==> src/rtl/quote_pkg.sv <==
// -----------------------------------------------------------------------------
// quote_pkg
// Shared types for the quote order dispatcher: order type and side encodings,
// the dispatcher state enum, the outgoing message record, and small helpers
// that map the per-sequence "to do" mask onto message states.
//
// The message record is sized by the MSG_*_W localparams. The dispatcher's
// DATA_WIDTH / QTY_WIDTH / ID_WIDTH parameters default to these widths and
// must not exceed them.
// -----------------------------------------------------------------------------
package quote_pkg;

    localparam int MSG_PRICE_W = 32;
    localparam int MSG_QTY_W   = 16;
    localparam int MSG_ID_W    = 16;

    typedef enum logic {
        ORD_NEW    = 1'b0,
        ORD_CANCEL = 1'b1
    } order_type_e;

    typedef enum logic {
        SIDE_BID = 1'b0,
        SIDE_ASK = 1'b1
    } side_e;

    typedef enum logic [2:0] {
        ST_IDLE    = 3'd0,
        ST_CXL_BID = 3'd1,
        ST_NEW_BID = 3'd2,
        ST_CXL_ASK = 3'd3,
        ST_NEW_ASK = 3'd4,
        ST_GAP     = 3'd5
    } disp_state_e;

    typedef struct packed {
        order_type_e            otype;
        side_e                  side;
        logic [MSG_PRICE_W-1:0] price;
        logic [MSG_QTY_W-1:0]   qty;
        logic [MSG_ID_W-1:0]    id;
    } order_msg_t;

    // To-do mask layout: [0] cancel bid, [1] new bid, [2] cancel ask,
    // [3] new ask. Bit order equals the mandatory message order.
    function automatic disp_state_e first_todo(input logic [3:0] todo);
        disp_state_e s;
        if (todo[0])      s = ST_CXL_BID;
        else if (todo[1]) s = ST_NEW_BID;
        else if (todo[2]) s = ST_CXL_ASK;
        else if (todo[3]) s = ST_NEW_ASK;
        else              s = ST_IDLE;
        return s;
    endfunction

    function automatic logic [3:0] todo_bit(input disp_state_e s);
        logic [3:0] m;
        case (s)
            ST_CXL_BID: m = 4'b0001;
            ST_NEW_BID: m = 4'b0010;
            ST_CXL_ASK: m = 4'b0100;
            ST_NEW_ASK: m = 4'b1000;
            default:    m = 4'b0000;
        endcase
        return m;
    endfunction

endpackage

==> src/rtl/sat_counter.sv <==
// -----------------------------------------------------------------------------
// sat_counter
// Up-counter that increments by one on i_inc and sticks at all-ones.
//
// Ports:
//   i_clk    clock
//   i_rst_n  asynchronous active-low reset (count cleared to 0)
//   i_inc    increment request for this cycle
//   o_count  current count
// -----------------------------------------------------------------------------
module sat_counter #(
    parameter int unsigned WIDTH = 16
) (
    input  logic             i_clk,
    input  logic             i_rst_n,
    input  logic             i_inc,
    output logic [WIDTH-1:0] o_count
);

    logic [WIDTH-1:0] count_q;

    // NOTE: clocked state is only ever assigned with <=, so every flop samples
    // the pre-edge value of every other flop regardless of statement order.
    always_ff @(posedge i_clk or negedge i_rst_n) begin
        if (!i_rst_n) begin
            count_q <= '0;
        end else if (i_inc && (count_q != '1)) begin
            count_q <= count_q + WIDTH'(1);
        end
    end

    assign o_count = count_q;

endmodule

==> src/rtl/quote_order_dispatcher.sv <==
// -----------------------------------------------------------------------------
// quote_order_dispatcher
// Turns validated bid/ask quote pairs into a serial CANCEL/NEW order stream.
// A single-entry pending slot keeps only the newest accepted quote; the FSM
// consumes it when idle, works out which sides moved against the live orders,
// and emits the needed messages in the order cancel-bid, new-bid, cancel-ask,
// new-ask. A quiet gap follows every sequence that sent something.
//
// Ports:
//   i_clk, i_rst_n        clock, asynchronous active-low reset
//   i_buy_price/i_ask_price/i_quote_qty/i_data_valid
//                         quote input, single-cycle pulse, no backpressure
//   o_order_valid/i_order_ready
//                         message handshake
//   o_order_type/o_order_side/o_order_price/o_order_qty/o_order_id
//                         registered message payload
//   o_busy                FSM not idle
//   o_drop_count          saturating count of overwritten pending quotes
//   o_reject_count        saturating count of rejected quotes
// -----------------------------------------------------------------------------
module quote_order_dispatcher
    import quote_pkg::*;
#(
    parameter int unsigned DATA_WIDTH     = MSG_PRICE_W,
    parameter int unsigned QTY_WIDTH      = MSG_QTY_W,
    parameter int unsigned ID_WIDTH       = MSG_ID_W,
    parameter int unsigned MIN_GAP_CYCLES = 8,
    parameter int unsigned PRICE_TOL      = 0
) (
    input  logic                  i_clk,
    input  logic                  i_rst_n,
    input  logic [DATA_WIDTH-1:0] i_buy_price,
    input  logic [DATA_WIDTH-1:0] i_ask_price,
    input  logic [QTY_WIDTH-1:0]  i_quote_qty,
    input  logic                  i_data_valid,
    output logic                  o_order_valid,
    input  logic                  i_order_ready,
    output logic                  o_order_type,
    output logic                  o_order_side,
    output logic [DATA_WIDTH-1:0] o_order_price,
    output logic [QTY_WIDTH-1:0]  o_order_qty,
    output logic [ID_WIDTH-1:0]   o_order_id,
    output logic                  o_busy,
    output logic [15:0]           o_drop_count,
    output logic [15:0]           o_reject_count
);

    localparam int unsigned GAP_W    = (MIN_GAP_CYCLES > 1) ? $clog2(MIN_GAP_CYCLES) : 1;
    localparam int unsigned GAP_LOAD = (MIN_GAP_CYCLES > 0) ? MIN_GAP_CYCLES - 1 : 0;
    localparam logic [ID_WIDTH-1:0] ID_MAX = '1;

    // Pending slot
    logic                  pend_valid_q, pend_valid_d;
    logic [DATA_WIDTH-1:0] pend_bid_q,   pend_bid_d;
    logic [DATA_WIDTH-1:0] pend_ask_q,   pend_ask_d;
    logic [QTY_WIDTH-1:0]  pend_qty_q,   pend_qty_d;

    // Quote being worked on by the current sequence
    logic [DATA_WIDTH-1:0] cur_bid_q, cur_bid_d;
    logic [DATA_WIDTH-1:0] cur_ask_q, cur_ask_d;
    logic [QTY_WIDTH-1:0]  cur_qty_q, cur_qty_d;
    logic [3:0]            todo_q,    todo_d;

    // Live order book and ID allocator
    logic [ID_WIDTH-1:0]   live_bid_id_q, live_bid_id_d;
    logic [ID_WIDTH-1:0]   live_ask_id_q, live_ask_id_d;
    logic [DATA_WIDTH-1:0] live_bid_px_q, live_bid_px_d;
    logic [DATA_WIDTH-1:0] live_ask_px_q, live_ask_px_d;
    logic [ID_WIDTH-1:0]   next_id_q,     next_id_d;

    disp_state_e           state_q, state_d;
    logic [GAP_W-1:0]      gap_q,   gap_d;
    logic                  valid_q, valid_d;
    order_msg_t            msg_q,   msg_d, next_msg;
    logic                  load_msg;

    logic quote_ok, reject_inc, drop_inc, consume, handshake;
    logic bid_chg, ask_chg;
    logic [3:0] new_todo, todo_left;
    disp_state_e after_step;

    function automatic logic moved(input logic [DATA_WIDTH-1:0] a,
                                   input logic [DATA_WIDTH-1:0] b);
        logic [DATA_WIDTH-1:0] diff;
        diff = (a > b) ? (a - b) : (b - a);
        return diff > DATA_WIDTH'(PRICE_TOL);
    endfunction

    // ---------------- intake ----------------
    assign quote_ok   = i_data_valid && (i_buy_price != '0) && (i_buy_price < i_ask_price);
    assign reject_inc = i_data_valid && !quote_ok;
    assign consume    = (state_q == ST_IDLE) && pend_valid_q && (gap_q == '0);
    // A write landing in the consume cycle replaces nothing that is still waiting.
    assign drop_inc   = quote_ok && pend_valid_q && !consume;
    assign handshake  = valid_q && i_order_ready;

    // NOTE: every signal written in an always_comb gets a default first, so no
    // path leaves it unassigned and no latch is inferred.
    always_comb begin
        pend_valid_d = pend_valid_q;
        pend_bid_d   = pend_bid_q;
        pend_ask_d   = pend_ask_q;
        pend_qty_d   = pend_qty_q;
        if (consume) begin
            pend_valid_d = 1'b0;
        end
        if (quote_ok) begin
            pend_valid_d = 1'b1;
            pend_bid_d   = i_buy_price;
            pend_ask_d   = i_ask_price;
            pend_qty_d   = i_quote_qty;
        end
    end

    // Side change decision is taken against the live book at consume time.
    assign bid_chg  = (live_bid_id_q == '0) || moved(pend_bid_q, live_bid_px_q);
    assign ask_chg  = (live_ask_id_q == '0) || moved(pend_ask_q, live_ask_px_q);
    assign new_todo = {ask_chg, ask_chg && (live_ask_id_q != '0),
                       bid_chg, bid_chg && (live_bid_id_q != '0)};

    assign todo_left  = todo_q & ~todo_bit(state_q);
    assign after_step = first_todo(todo_left);

    // ---------------- FSM next state ----------------
    always_comb begin
        state_d       = state_q;
        gap_d         = gap_q;
        valid_d       = valid_q;
        load_msg      = 1'b0;
        todo_d        = todo_q;
        cur_bid_d     = cur_bid_q;
        cur_ask_d     = cur_ask_q;
        cur_qty_d     = cur_qty_q;
        live_bid_id_d = live_bid_id_q;
        live_ask_id_d = live_ask_id_q;
        live_bid_px_d = live_bid_px_q;
        live_ask_px_d = live_ask_px_q;
        next_id_d     = next_id_q;

        unique case (state_q)
            ST_IDLE: begin
                if (consume) begin
                    cur_bid_d = pend_bid_q;
                    cur_ask_d = pend_ask_q;
                    cur_qty_d = pend_qty_q;
                    todo_d    = new_todo;
                    // No change on either side leaves the FSM in IDLE.
                    state_d   = first_todo(new_todo);
                end
            end

            ST_CXL_BID, ST_NEW_BID, ST_CXL_ASK, ST_NEW_ASK: begin
                if (!valid_q) begin
                    // First cycle after the latch: present the first message.
                    valid_d  = 1'b1;
                    load_msg = 1'b1;
                end else if (handshake) begin
                    case (state_q)
                        ST_CXL_BID: live_bid_id_d = '0;
                        ST_CXL_ASK: live_ask_id_d = '0;
                        ST_NEW_BID: begin
                            live_bid_id_d = next_id_q;
                            live_bid_px_d = cur_bid_q;
                        end
                        default: begin
                            live_ask_id_d = next_id_q;
                            live_ask_px_d = cur_ask_q;
                        end
                    endcase
                    if ((state_q == ST_NEW_BID) || (state_q == ST_NEW_ASK)) begin
                        next_id_d = (next_id_q == ID_MAX) ? ID_WIDTH'(1)
                                                          : next_id_q + ID_WIDTH'(1);
                    end
                    todo_d = todo_left;
                    if (after_step != ST_IDLE) begin
                        // Load the following message on the same edge so a
                        // ready-high sink takes one message per cycle.
                        state_d  = after_step;
                        load_msg = 1'b1;
                    end else begin
                        valid_d = 1'b0;
                        if (MIN_GAP_CYCLES == 0) begin
                            state_d = ST_IDLE;
                        end else begin
                            state_d = ST_GAP;
                            gap_d   = GAP_W'(GAP_LOAD);
                        end
                    end
                end
            end

            ST_GAP: begin
                if (gap_q == '0) begin
                    state_d = ST_IDLE;
                end else begin
                    gap_d = gap_q - GAP_W'(1);
                end
            end

            default: state_d = ST_IDLE;
        endcase
    end

    // Payload for the message state being entered; NEW uses the post-increment ID.
    always_comb begin
        next_msg = '0;
        case (state_d)
            ST_CXL_BID: begin
                next_msg.otype = ORD_CANCEL;
                next_msg.side  = SIDE_BID;
                next_msg.id    = MSG_ID_W'(live_bid_id_q);
            end
            ST_NEW_BID: begin
                next_msg.otype = ORD_NEW;
                next_msg.side  = SIDE_BID;
                next_msg.price = MSG_PRICE_W'(cur_bid_q);
                next_msg.qty   = MSG_QTY_W'(cur_qty_q);
                next_msg.id    = MSG_ID_W'(next_id_d);
            end
            ST_CXL_ASK: begin
                next_msg.otype = ORD_CANCEL;
                next_msg.side  = SIDE_ASK;
                next_msg.id    = MSG_ID_W'(live_ask_id_q);
            end
            ST_NEW_ASK: begin
                next_msg.otype = ORD_NEW;
                next_msg.side  = SIDE_ASK;
                next_msg.price = MSG_PRICE_W'(cur_ask_q);
                next_msg.qty   = MSG_QTY_W'(cur_qty_q);
                next_msg.id    = MSG_ID_W'(next_id_d);
            end
            default: ;
        endcase
        msg_d = load_msg ? next_msg : msg_q;
    end

    // ---------------- state registers ----------------
    always_ff @(posedge i_clk or negedge i_rst_n) begin
        if (!i_rst_n) begin
            state_q       <= ST_IDLE;
            gap_q         <= '0;
            valid_q       <= 1'b0;
            msg_q         <= '0;
            todo_q        <= '0;
            pend_valid_q  <= 1'b0;
            pend_bid_q    <= '0;
            pend_ask_q    <= '0;
            pend_qty_q    <= '0;
            cur_bid_q     <= '0;
            cur_ask_q     <= '0;
            cur_qty_q     <= '0;
            live_bid_id_q <= '0;
            live_ask_id_q <= '0;
            live_bid_px_q <= '0;
            live_ask_px_q <= '0;
            next_id_q     <= ID_WIDTH'(1);
        end else begin
            state_q       <= state_d;
            gap_q         <= gap_d;
            valid_q       <= valid_d;
            msg_q         <= msg_d;
            todo_q        <= todo_d;
            pend_valid_q  <= pend_valid_d;
            pend_bid_q    <= pend_bid_d;
            pend_ask_q    <= pend_ask_d;
            pend_qty_q    <= pend_qty_d;
            cur_bid_q     <= cur_bid_d;
            cur_ask_q     <= cur_ask_d;
            cur_qty_q     <= cur_qty_d;
            live_bid_id_q <= live_bid_id_d;
            live_ask_id_q <= live_ask_id_d;
            live_bid_px_q <= live_bid_px_d;
            live_ask_px_q <= live_ask_px_d;
            next_id_q     <= next_id_d;
        end
    end

    sat_counter #(.WIDTH(16)) u_drop_cnt (
        .i_clk   (i_clk),
        .i_rst_n (i_rst_n),
        .i_inc   (drop_inc),
        .o_count (o_drop_count)
    );

    sat_counter #(.WIDTH(16)) u_reject_cnt (
        .i_clk   (i_clk),
        .i_rst_n (i_rst_n),
        .i_inc   (reject_inc),
        .o_count (o_reject_count)
    );

    assign o_order_valid = valid_q;
    assign o_order_type  = msg_q.otype;
    assign o_order_side  = msg_q.side;
    assign o_order_price = DATA_WIDTH'(msg_q.price);
    assign o_order_qty   = QTY_WIDTH'(msg_q.qty);
    assign o_order_id    = ID_WIDTH'(msg_q.id);
    assign o_busy        = (state_q != ST_IDLE);

endmodule

==> config.mk <==
export PLATFORM = sky130hd
export DESIGN_NAME = quote_order_dispatcher
export DESIGN_NICKNAME = d
export VERILOG_FILES = /design/src/rtl/quote_pkg.sv /design/src/rtl/sat_counter.sv /design/src/rtl/quote_order_dispatcher.sv
export SDC_FILE = /design/constraint.sdc
export NUM_CORES = 1
export LEC_CHECK = 0
export BUFFER_PORTS_ARGS = -buffer_cell sky130_fd_sc_hd__buf_2
export CORE_AREA = 5 5 270 272
export CTS_CLUSTER_DIAMETER = 40
export DETAILED_ROUTE_END_ITERATION = 10
export DIE_AREA = 0 0 275 277
export MAX_ROUTING_LAYER = met4
export PLACE_DENSITY_LB_ADDON = 0.2
export SLEW_MARGIN = 5
export SYNTH_ARGS = -nofsm -noshare
export SYNTH_HDL_FRONTEND = slang
export SYNTH_SLANG_ARGS = --single-unit
==> constraint.sdc <==
create_clock -name i_clk -period 5.7 [get_ports i_clk]
set_clock_uncertainty 0.1 [all_clocks]
set_input_delay 1.14 -clock i_clk [delete_from_list [all_inputs] [get_ports i_clk]]
set_output_delay 1.14 -clock i_clk [all_outputs]
set_load 0.01 [all_outputs]
==> impl_metrics.csv, run 1 <==
group,metric,value,unit
power_and_ir_drop,peakVddDrop,0.288,mV
floorplanning,die_w,275,µm
clocking,clk_root_buffer_cell,"clkbuf_16",
floorplanning,ios,184,
drt,drtAntennaViolNets,0,
clocking,post_cts_resized,0,
placement,numPortBuffers,183,
setup_path,cp_max_fo,32,
clocking,holdBufCountCts,0,
sta,slew_headroom,0.248,
sta,finalCriticalPeriod,5.41,ns
logic_synthesis,synth-seq-cells,382,
clocking,post_cts_buffers,0,
sta,setup_viol,0,
logic_synthesis,synth_flop_cell,"dfrtp_1",
layout,regArea,9560,µm²
clocking,cts_made_buffers,74,
floorplanning,fp-row-count,98,
logic_synthesis,synth.largest_area_cell,"dfrtp_1",
sta,drv_slew,0,
floorplanning,fp.dieH,277,µm
run_status,status,"finished, final reports clean",
global_route,antenna_found_initial,1,
clocking,cts_tree,"done",
floorplanning,start_util,0.346,
layout,fillers,7157,
global_route,grt_pass1_vias,22000,
worst_hold_path,min_path_type,"input pin to asynchronous set/reset pin",
drt,drtIter0Drc,1595,
logic_synthesis,synth.yosys.seq_area_share,0.392,
logic_synthesis,ys.warnings.count,0,
logic_synthesis,synth-edff-count,0,
clocking,h-tree-depth,3,
global_route,grt_max_degree,111,
sta,min_period_over_period,0.950,
sta,hold_viol_final,0,
sta,tightest_slew,1.13,ns
layout,multi_input_area,13400,µm²
drt,drt-wirelength-per-cell,21.3,µm
logic_synthesis,synth.most_common_cell,"nand2_1",
setup_path,end_kind,"flip-flop",
layout,layoutNonFillerInstCount,3981,
logic_synthesis,syn-num-nets,3071,
drt,vias,21700,
sta,rsz0062_at_grt,"false",
placement,dp_cells,3845,
clocking,clkLatencyLatePin,0.63,ns
floorplanning,die_area,76200,µm²
setup_path,crit_required,6.12,ns
logic_synthesis,synth_cells,2825,
placement,place.gp.congestion,0.941,
logic_synthesis,synth.area.top_cells,"dfrtp_1 39%, ha_1 8.3%, nand2_1 7.3%",
logic_synthesis,ys_top_cells_by_count,"471 x nand2_1, 381 x dfrtp_1, 300 x o21ai_0",
power_and_ir_drop,leakage,13.3,nW
layout,nets,3217,
global_route,grt_usage,0.224,
drt,routed_wl,84.8,mm
drt,drc,0,
setup_path,cp.arrival,5.83,ns
sta,tns,0,ns
global_route,grt.overflow.total,0,
sta,max_freq,185,MHz
layout,area_growth_syn_to_layout,18.5,%
setup_path,criticalPathCategory,"flip-flop to flip-flop",
placement,detailed_place_hpwl,64.7,mm
drt,drtPass1Iterations,6,
global_route,grt_pass1_wl,131,mm
clocking,clock_sinks,382,
setup_path,cpLargestDelayFamily,"compound AO/OA/AOI/OAI gates",
layout,drive_gt1_frac,0.160,
clocking,clk_path_buf_depth,3,
logic_synthesis,synthesis.area,24400,µm²
logic_synthesis,synth_cell_types,93,
power_and_ir_drop,p_per_area,648,nW/µm²
logic_synthesis,synth_area_per_cell,8.63,µm²
drt,viasPerCell,5.46,
layout,diodes,0,
setup_path,path_cells,"inv_1 > ha_1 > a21oi_1 > o21ai_0 > a211oi_1 > nand3_1 > a2111oi_0 > a41o_1 > o211ai_1 > nor4_1 > buf_4 > o2111ai_1 > a21oi_2 > o22ai_2 > nand2b_4 > buf_12 > o221ai_2",
logic_synthesis,ys_async_sr_fraction,1.00,
setup_path,cpMaxStageDelayCell,"a2111oi_0",
setup_path,crit_path_start_kind,"flip-flop",
logic_synthesis,synth_top_area_frac,0.391,
clocking,clkTransAtPathRegs,0.05,ns
setup_path,cpPeakStageDelay,0.51,ns
setup_path,worst-path-buf-inv,3,
flow_run,drv_cap,0,
floorplanning,core_area,70500,µm²
## cell families after synthesis
group,synth area share
adders and majority gates,0.0831
DFF,0.392
AOI/OAI and AO/OA,0.225
xor gates and xnor gates,0.0402
buffers and inverters,0.0620
and+or+nand+nor,0.169
muxes,0.0278
## per-layer routing
layer | part of all wire | vias up | GRT usage
met5 | 0 | - | -
met4 | 0.024 | 0 | 0.0638
met3 | 0.046 | 126 | 0.0305
met2 | 0.49 | 548 | 0.373
met1 | 0.44 | 10800 | 0.285
li1 | - | 10300 | -
## path summary, 6_finish.rpt
path	endpoint	depth (start not counted)	start	slack [ns]
min	next_id_q[6]	1	i_rst_n	0.35
min reg2reg	cur_qty_q[6]	2	pend_qty_q[6]	0.36
max	o_order_price[24]	17	pend_bid_q[19]	0.29
max reg2reg	o_order_price[24]	17	pend_bid_q[19]	0.29
min in group i_clk	cur_qty_q[6]	2	pend_qty_q[6]	0.36
max in group asynchronous	live_bid_px_q[19]	2	i_rst_n	4.06
## power by group
group / total (mW) / internal [mW] / leakage [nW] / switching (mW)
registers: 4.46 / 3.67 / 4.82 / 0.787
logic: 9.64 / 3.40 / 7.15 / 6.24
clock network: 4.62 / 3.00 / 1.30 / 1.63
## flip-flops by register name (all words and copies together), names as in the netlist, 32 cells and up
register,flops
cur_ask_q,32
cur_bid_q,32
live_ask_px_q,32
live_bid_px_q,32
o_order_price,32
pend_ask_q,32
pend_bid_q,32
## cell type report
class                   instances  area share
clock buffers                  90      0.0703
clock inverters                46      0.0222
inverters                     227      0.0295
multi-input cells            2066       0.462
flip-flops and latches        382       0.331
well taps                     950      0.0411
repair buffers                220      0.0438
## metrics by stage
stage                      util  power, mW  hold slack [ns]  instance area [µm²]  setup slack (ns)
after detailed placement  0.372       14.0            0.350                26200             0.547
after floorplan               -       10.9            0.333                24400              1.36
after global placement    0.372       14.0            0.345                26200             0.583
after CTS                 0.410       18.8            0.350                28900             0.499
after global routing      0.410       20.0            0.375                28900             0.136
final                     0.410       18.7            0.350                28900             0.286
## worst register-to-register path, stage by stage (launching register included)
cell	delay, ns
dfrtp_1	0.40
inv_1	0.06
ha_1	0.47
a21oi_1	0.46
o21ai_0	0.37
a211oi_1	0.28
nand3_1	0.27
a2111oi_0	0.51
a41o_1	0.18
o211ai_1	0.09
nor4_1	0.51
buf_4	0.23
o2111ai_1	0.24
a21oi_2	0.28
o22ai_2	0.17
nand2b_4	0.22
buf_12	0.19
o221ai_2	0.27
## cells in the final DEF (no fill, tap or decap), types with 21 or more instances in the layout
| cell | synthesis | layout |
|---|---|---|
| a31oi_1 | 22 | 22 |
| nand2_1 | 471 | 470 |
| o221ai_2 | 30 | 30 |
| inv_1 | 226 | 226 |
| o21ai_0 | 300 | 300 |
| buf_2 | 33 | 182 |
| clkbuf_16 | 0 | 74 |
| mux2_2 | 53 | 53 |
| o211ai_1 | 21 | 21 |
| dfrtp_1 | 381 | 381 |
| nand4_1 | 65 | 65 |
| a21oi_1 | 178 | 177 |
| xnor2_1 | 60 | 60 |
| buf_4 | 3 | 32 |
| nor4_1 | 33 | 31 |
| a21o_1 | 55 | 55 |
| o21ai_1 | 21 | 21 |
| xor2_1 | 52 | 52 |
| nand3_1 | 39 | 38 |
| nor2_1 | 111 | 109 |
| nor3_1 | 36 | 36 |
| and3_1 | 22 | 21 |
| ha_1 | 162 | 162 |
(Power assumes the default switching activity.)
==> inputs of run 2 (changes only) <==
--- a/config.mk
+++ b/config.mk
@@ -6,10 +6,10 @@
 export NUM_CORES = 1
 export LEC_CHECK = 0
 export BUFFER_PORTS_ARGS = -buffer_cell sky130_fd_sc_hd__buf_2
-export CORE_AREA = 5 5 270 272
+export CORE_AREA = 2 2 267 269
 export CTS_CLUSTER_DIAMETER = 40
 export DETAILED_ROUTE_END_ITERATION = 10
-export DIE_AREA = 0 0 275 277
+export DIE_AREA = 0 0 269 271
 export MAX_ROUTING_LAYER = met4
 export PLACE_DENSITY_LB_ADDON = 0.2
 export SLEW_MARGIN = 5
==> impl_metrics.csv, run 2 (same netlist as run 1, synthesis figures left out) <==
group,metric,value,unit
drt,routed_wl,83.6,mm
placement,place.gp.congestion,0.938,
clocking,post_cts_resized,0,
sta,min_period_over_period,0.925,
power_and_ir_drop,p_sw_frac,0.461,
layout,area_growth_syn_to_layout,18.9,%
clocking,clk_path_buf_depth,3,
drt,drt-wirelength-per-cell,21.0,µm
floorplanning,ios,184,
placement,dp_cells,3837,
clocking,cts_made_buffers,78,
drt,drtAntennaViolNets,0,
setup_path,cp_max_fo,32,
global_route,antenna_found_initial,5,
placement,detailed_place_hpwl,63.7,mm
power_and_ir_drop,peakVddDrop,0.277,mV
global_route,grt_max_degree,118,
clocking,clkLatencyLatePin,0.64,ns
setup_path,crit_required,6.12,ns
layout,layout_commonest_cell,"nand2_1",
power_and_ir_drop,clkPwrFrac,0.251,
power_and_ir_drop,power_switching,8.64,mW
floorplanning,die_area,72900,µm²
power_and_ir_drop,power_frac_comb,0.512,
global_route,grt_pass1_vias,21500,
power_and_ir_drop,leakage,13.3,nW
sta,tightest_slew,0.920,ns
drt,viasPerCell,5.44,
setup_path,end_kind,"flip-flop",
sta,tns,0,ns
global_route,grt.overflow.total,0,
global_route,grt_pass1_wl,130,mm
clocking,clk_root_buffer_cell,"clkbuf_16",
floorplanning,fp.dieH,271,µm
sta,finalCriticalPeriod,5.27,ns
clocking,clkTransAtPathRegs,0.05,ns
sta,setup_viol,0,
sta,slew_headroom,0.385,
floorplanning,core_area,69800,µm²
floorplanning,die_w,269,µm
clocking,holdBufCountCts,0,
layout,nets,3223,
setup_path,crit_path_start_kind,"flip-flop",
worst_hold_path,min_path_type,"input pin to asynchronous set/reset pin",
global_route,grt_usage,0.236,
sta,rsz0062_at_grt,"false",
clocking,post_cts_buffers,0,
layout,drive_gt1_frac,0.161,
run_status,status,"finished, final reports clean",
clocking,h-tree-depth,3,
sta,drv_slew,0,
placement,numPortBuffers,183,
drt,vias,21700,
sta,max_freq,190,MHz
drt,drc,0,
power_and_ir_drop,internal-power,10.1,mW
setup_path,cp.arrival,5.69,ns
power_and_ir_drop,p_per_area,647,nW/µm²
setup_path,criticalPathCategory,"flip-flop to flip-flop",
layout,final_cell_mix,"470 x nand2_1, 381 x dfrtp_1, 300 x o21ai_0",
drt,drtIter0Drc,1688,
power_and_ir_drop,seq_power_share,0.238,
floorplanning,fp-row-count,97,
layout,layoutNonFillerInstCount,3981,
sta,hold_viol_final,0,
clocking,clock_sinks,382,
clocking,cts_tree,"done",
flow_run,drv_cap,0,
drt,drtPass1Iterations,5,
floorplanning,start_util,0.349,
[run 2: changes by cell type in the layout (fill, tap and decap cells not counted), sizes merged]
cell      delta
diode        +2
clkinvlp     +2
buf          +2
clkbuf       +9
clkinv       -3
bufinv       -2
[run 2: power groups by stage]
stage          Clock, mW  Sequential [mW]  Combinational [mW]
2_1_floorplan          0             4.31                6.60
3_3_place_gp           0             4.45                9.51
3_5_place_dp           0             4.49                9.50
4_1_cts             4.79             4.46                9.56
5_1_grt             4.94             4.58                10.6
6_report            4.70             4.45                9.59
[run 2: area by class of cell]
| type | instances | area, µm² |
|---|---|---|
| fillers | 6966 | 40800 |
| multi-input cells | 2066 | 13400 |
| flip-flops and latches | 382 | 9560 |
| clock buffers | 99 | 2150 |
| repair buffers | 222 | 1280 |
| well taps | 940 | 1180 |
| inverters | 227 | 852 |
| clock inverters | 43 | 606 |
| diodes | 2 | 5.00 |
[run 2: critical path: stages, from the launching register on]
cell and delay [ns]:
dfrtp_1 0.39, inv_1 0.06, ha_1 0.57, nand4_1 0.34, a211oi_1 0.62, o31ai_1 0.17
a221oi_1 0.40, nand4_1 0.19, or4_4 0.53, a21oi_4 0.21, o2111ai_1 0.25, a21oi_2 0.24
o22ai_2 0.16, nand2b_4 0.50, o221ai_2 0.34
[run 2: path summary, 6_finish.rpt]
check                                     from           endpoint  slack (ns)  cells after the start
worst max-delay path             pend_bid_q[4]  o_order_price[21]        0.43                     14
worst min-delay path                   i_rst_n      o_order_id[4]        0.36                      1
worst max register to register   pend_bid_q[4]  o_order_price[21]        0.43                     14
worst min register to register  pend_qty_q[15]      cur_qty_q[15]        0.36                      2
max in group asynchronous              i_rst_n      pend_qty_q[0]        4.06                      2
min in group i_clk              pend_qty_q[15]      cur_qty_q[15]        0.36                      2
[run 2: stage by stage]
step                      utilization  total power [mW]  cell area, µm²  hold WS, ns  setup WS (ns)
after detailed placement        0.376              14.0           26200        0.351          0.503
final                           0.415              18.7           29000        0.358          0.430
after global routing            0.415              20.1           29000        0.381          0.100
after floorplan                     -              10.9           24400        0.333           1.36
after global placement          0.376              14.0           26200        0.345          0.593
after CTS                       0.415              18.8           29000        0.343          0.455
[run 2: layer usage]
layer,wire (µm),vias to the layer above,GRT usage
met5,0,-,-
met4,1630,0,0.0582
met3,3520,107,0.0271
met2,40200,530,0.386
met1,38200,10700,0.310
li1,-,10300,-
==> inputs of run 3 (changes only) <==
==> constraint.sdc (replaced) <==
create_clock -name i_clk -period 5.65 [get_ports i_clk]
set_clock_uncertainty 0.1 [all_clocks]
set_input_delay 1.13 -clock i_clk [delete_from_list [all_inputs] [get_ports i_clk]]
set_output_delay 1.13 -clock i_clk [all_outputs]
set_load 0.01 [all_outputs]
==> impl_metrics.csv, run 3 (same netlist as run 1, synthesis figures left out) <==
group,metric,value,unit
floorplanning,die_w,269,µm
worst_hold_path,min_path_type,"flip-flop to flip-flop",
global_route,grt_pass1_vias,21800,
layout,multi_input_area,13400,µm²
drt,drtPass1Iterations,5,
setup_path,regToRegSetupSlack,0.42,ns
layout,diodes,0,
layout,regArea,9560,µm²
placement,dp_cells,3841,
sta,finalCriticalPeriod,5.23,ns
global_route,antenna_found_initial,5,
clocking,clk_path_buf_depth,3,
sta,setup_viol,0,
drt,vias,21800,
power_and_ir_drop,peakVddDrop,0.384,mV
clocking,clkTransAtPathRegs,0.05,ns
floorplanning,die_area,72900,µm²
layout,area_growth_syn_to_layout,19.2,%
setup_path,end_kind,"flip-flop",
flow_run,drv_cap,0,
floorplanning,start_util,0.349,
run_status,status,"finished, final reports clean",
drt,drc,0,
global_route,grt_max_degree,106,
layout,fillers,6968,
layout,drive_gt1_frac,0.163,
clocking,clk_root_buffer_cell,"clkbuf_16",
global_route,grt.overflow.total,0,
sta,tns,0,ns
floorplanning,core_area,69800,µm²
placement,numPortBuffers,183,
drt,viasPerCell,5.48,
layout,layoutNonFillerInstCount,3981,
clocking,h-tree-depth,3,
placement,place.gp.congestion,0.923,
setup_path,r2r_cells,17,
drt,drtAntennaViolNets,0,
power_and_ir_drop,p_per_area,658,nW/µm²
layout,layout_commonest_cell,"nand2_1",
floorplanning,fp.dieH,271,µm
sta,min_period_over_period,0.925,
layout,final_cell_mix,"470 x nand2_1, 381 x dfrtp_1, 300 x o21ai_0",
clocking,clock_sinks,382,
power_and_ir_drop,leakage,13.3,nW
setup_path,criticalPathCategory,"flip-flop to flip-flop",
floorplanning,ios,184,
drt,drtIter0Drc,1673,
clocking,clkLatencyLatePin,0.63,ns
drt,drt-wirelength-per-cell,21.1,µm
drt,routed_wl,84.1,mm
global_route,grt_usage,0.237,
sta,max_freq,191,MHz
clocking,post_cts_resized,0,
setup_path,cp.arrival,5.64,ns
sta,drv_slew,0,
clocking,holdBufCountCts,0,
layout,nets,3225,
placement,post-place-ws,0.515,ns
clocking,post_cts_buffers,0,
setup_path,cp_max_fo,22,
sta,hold_viol_final,0,
setup_path,crit_path_start_kind,"flip-flop",
sta,slew_headroom,0.385,
floorplanning,fp-row-count,97,
global_route,grt_pass1_wl,130,mm
setup_path,crit_required,6.06,ns
sta,rsz0062_at_grt,"false",
placement,detailed_place_hpwl,64.1,mm
sta,tightest_slew,0.913,ns
worst_hold_path,hold_depth,2,
clocking,cts_tree,"done",
sta,worst_slack,0.421,ns
clocking,cts_made_buffers,76,
run 3: changes by cell type in the layout (fill, tap and decap cells not counted), moves of 2 or more:
cell and change:
clkbuf_1 -7, clkbuf_8 -4, buf_4 +3, clkinv_16 -2, diode_2 -2, clkinv_4 +5
clkinv_2 -5, clkbuf_16 -2, bufinv_16 +5, inv_6 +6, clkinvlp_4 +3
run 3: critical path, stage by stage, from the launching register on:
cell and delay [ns]:
dfrtp_1 0.39, inv_1 0.06, ha_1 0.45, a21oi_1 0.43, nand2_1 0.17, o2111a_1 0.32, or4b_1 0.59, a31oi_1 0.27
mux2i_1 0.21, nand4_1 0.11, nor4_1 0.41, buf_4 0.22, o2111ai_1 0.22, a21oi_2 0.25, o22ai_2 0.16, nand2b_4 0.30
buf_12 0.23, o221ai_2 0.19
run 3: path summary, 6_finish.rpt:
check                               start                end
max reg2reg                pend_bid_q[13]  o_order_price[25]
max in group asynchronous         i_rst_n     pend_bid_q[20]
max                        pend_bid_q[13]  o_order_price[25]
min                         pend_qty_q[9]       cur_qty_q[9]
min in group asynchronous         i_rst_n       next_id_q[5]
min reg2reg                 pend_qty_q[9]       cur_qty_q[9]
run 3: report_power, final:
part           switching (mW)  internal [mW]
Sequential              0.792           3.70
Clock                    1.70           3.19
Combinational            6.30           3.45
Total                    8.79           10.3
run 3: area by class of cell:
cell class	instances	area share
Timing Repair Buffer	226	0.0455
Tap cell	940	0.0405
Clock inverter	54	0.0269
Multi-Input combinational cell	2066	0.459
Inverter	227	0.0293
Clock buffer	86	0.0695
Sequential cell	382	0.329
run 3: through the flow:
step | hold WS [ns] | util | cell area, µm² | power, mW
after floorplan | 0.333 | - | 24400 | 11.0
after global placement | 0.345 | 0.376 | 26300 | 14.1
after detailed placement | 0.346 | 0.376 | 26300 | 14.1
after CTS | 0.356 | 0.417 | 29100 | 19.1
after global routing | 0.377 | 0.417 | 29100 | 20.5
final | 0.356 | 0.417 | 29100 | 19.1
run 3: metal layers:
| layer | vias to the layer above | GRT usage | routed length, µm |
|---|---|---|---|
| met5 | - | - | 0 |
| met3 | 164 | 0.0303 | 3740 |
| met2 | 617 | 0.380 | 39900 |
| met4 | 0 | 0.0743 | 2610 |
| li1 | 10300 | - | - |
| met1 | 10700 | 0.310 | 37900 |
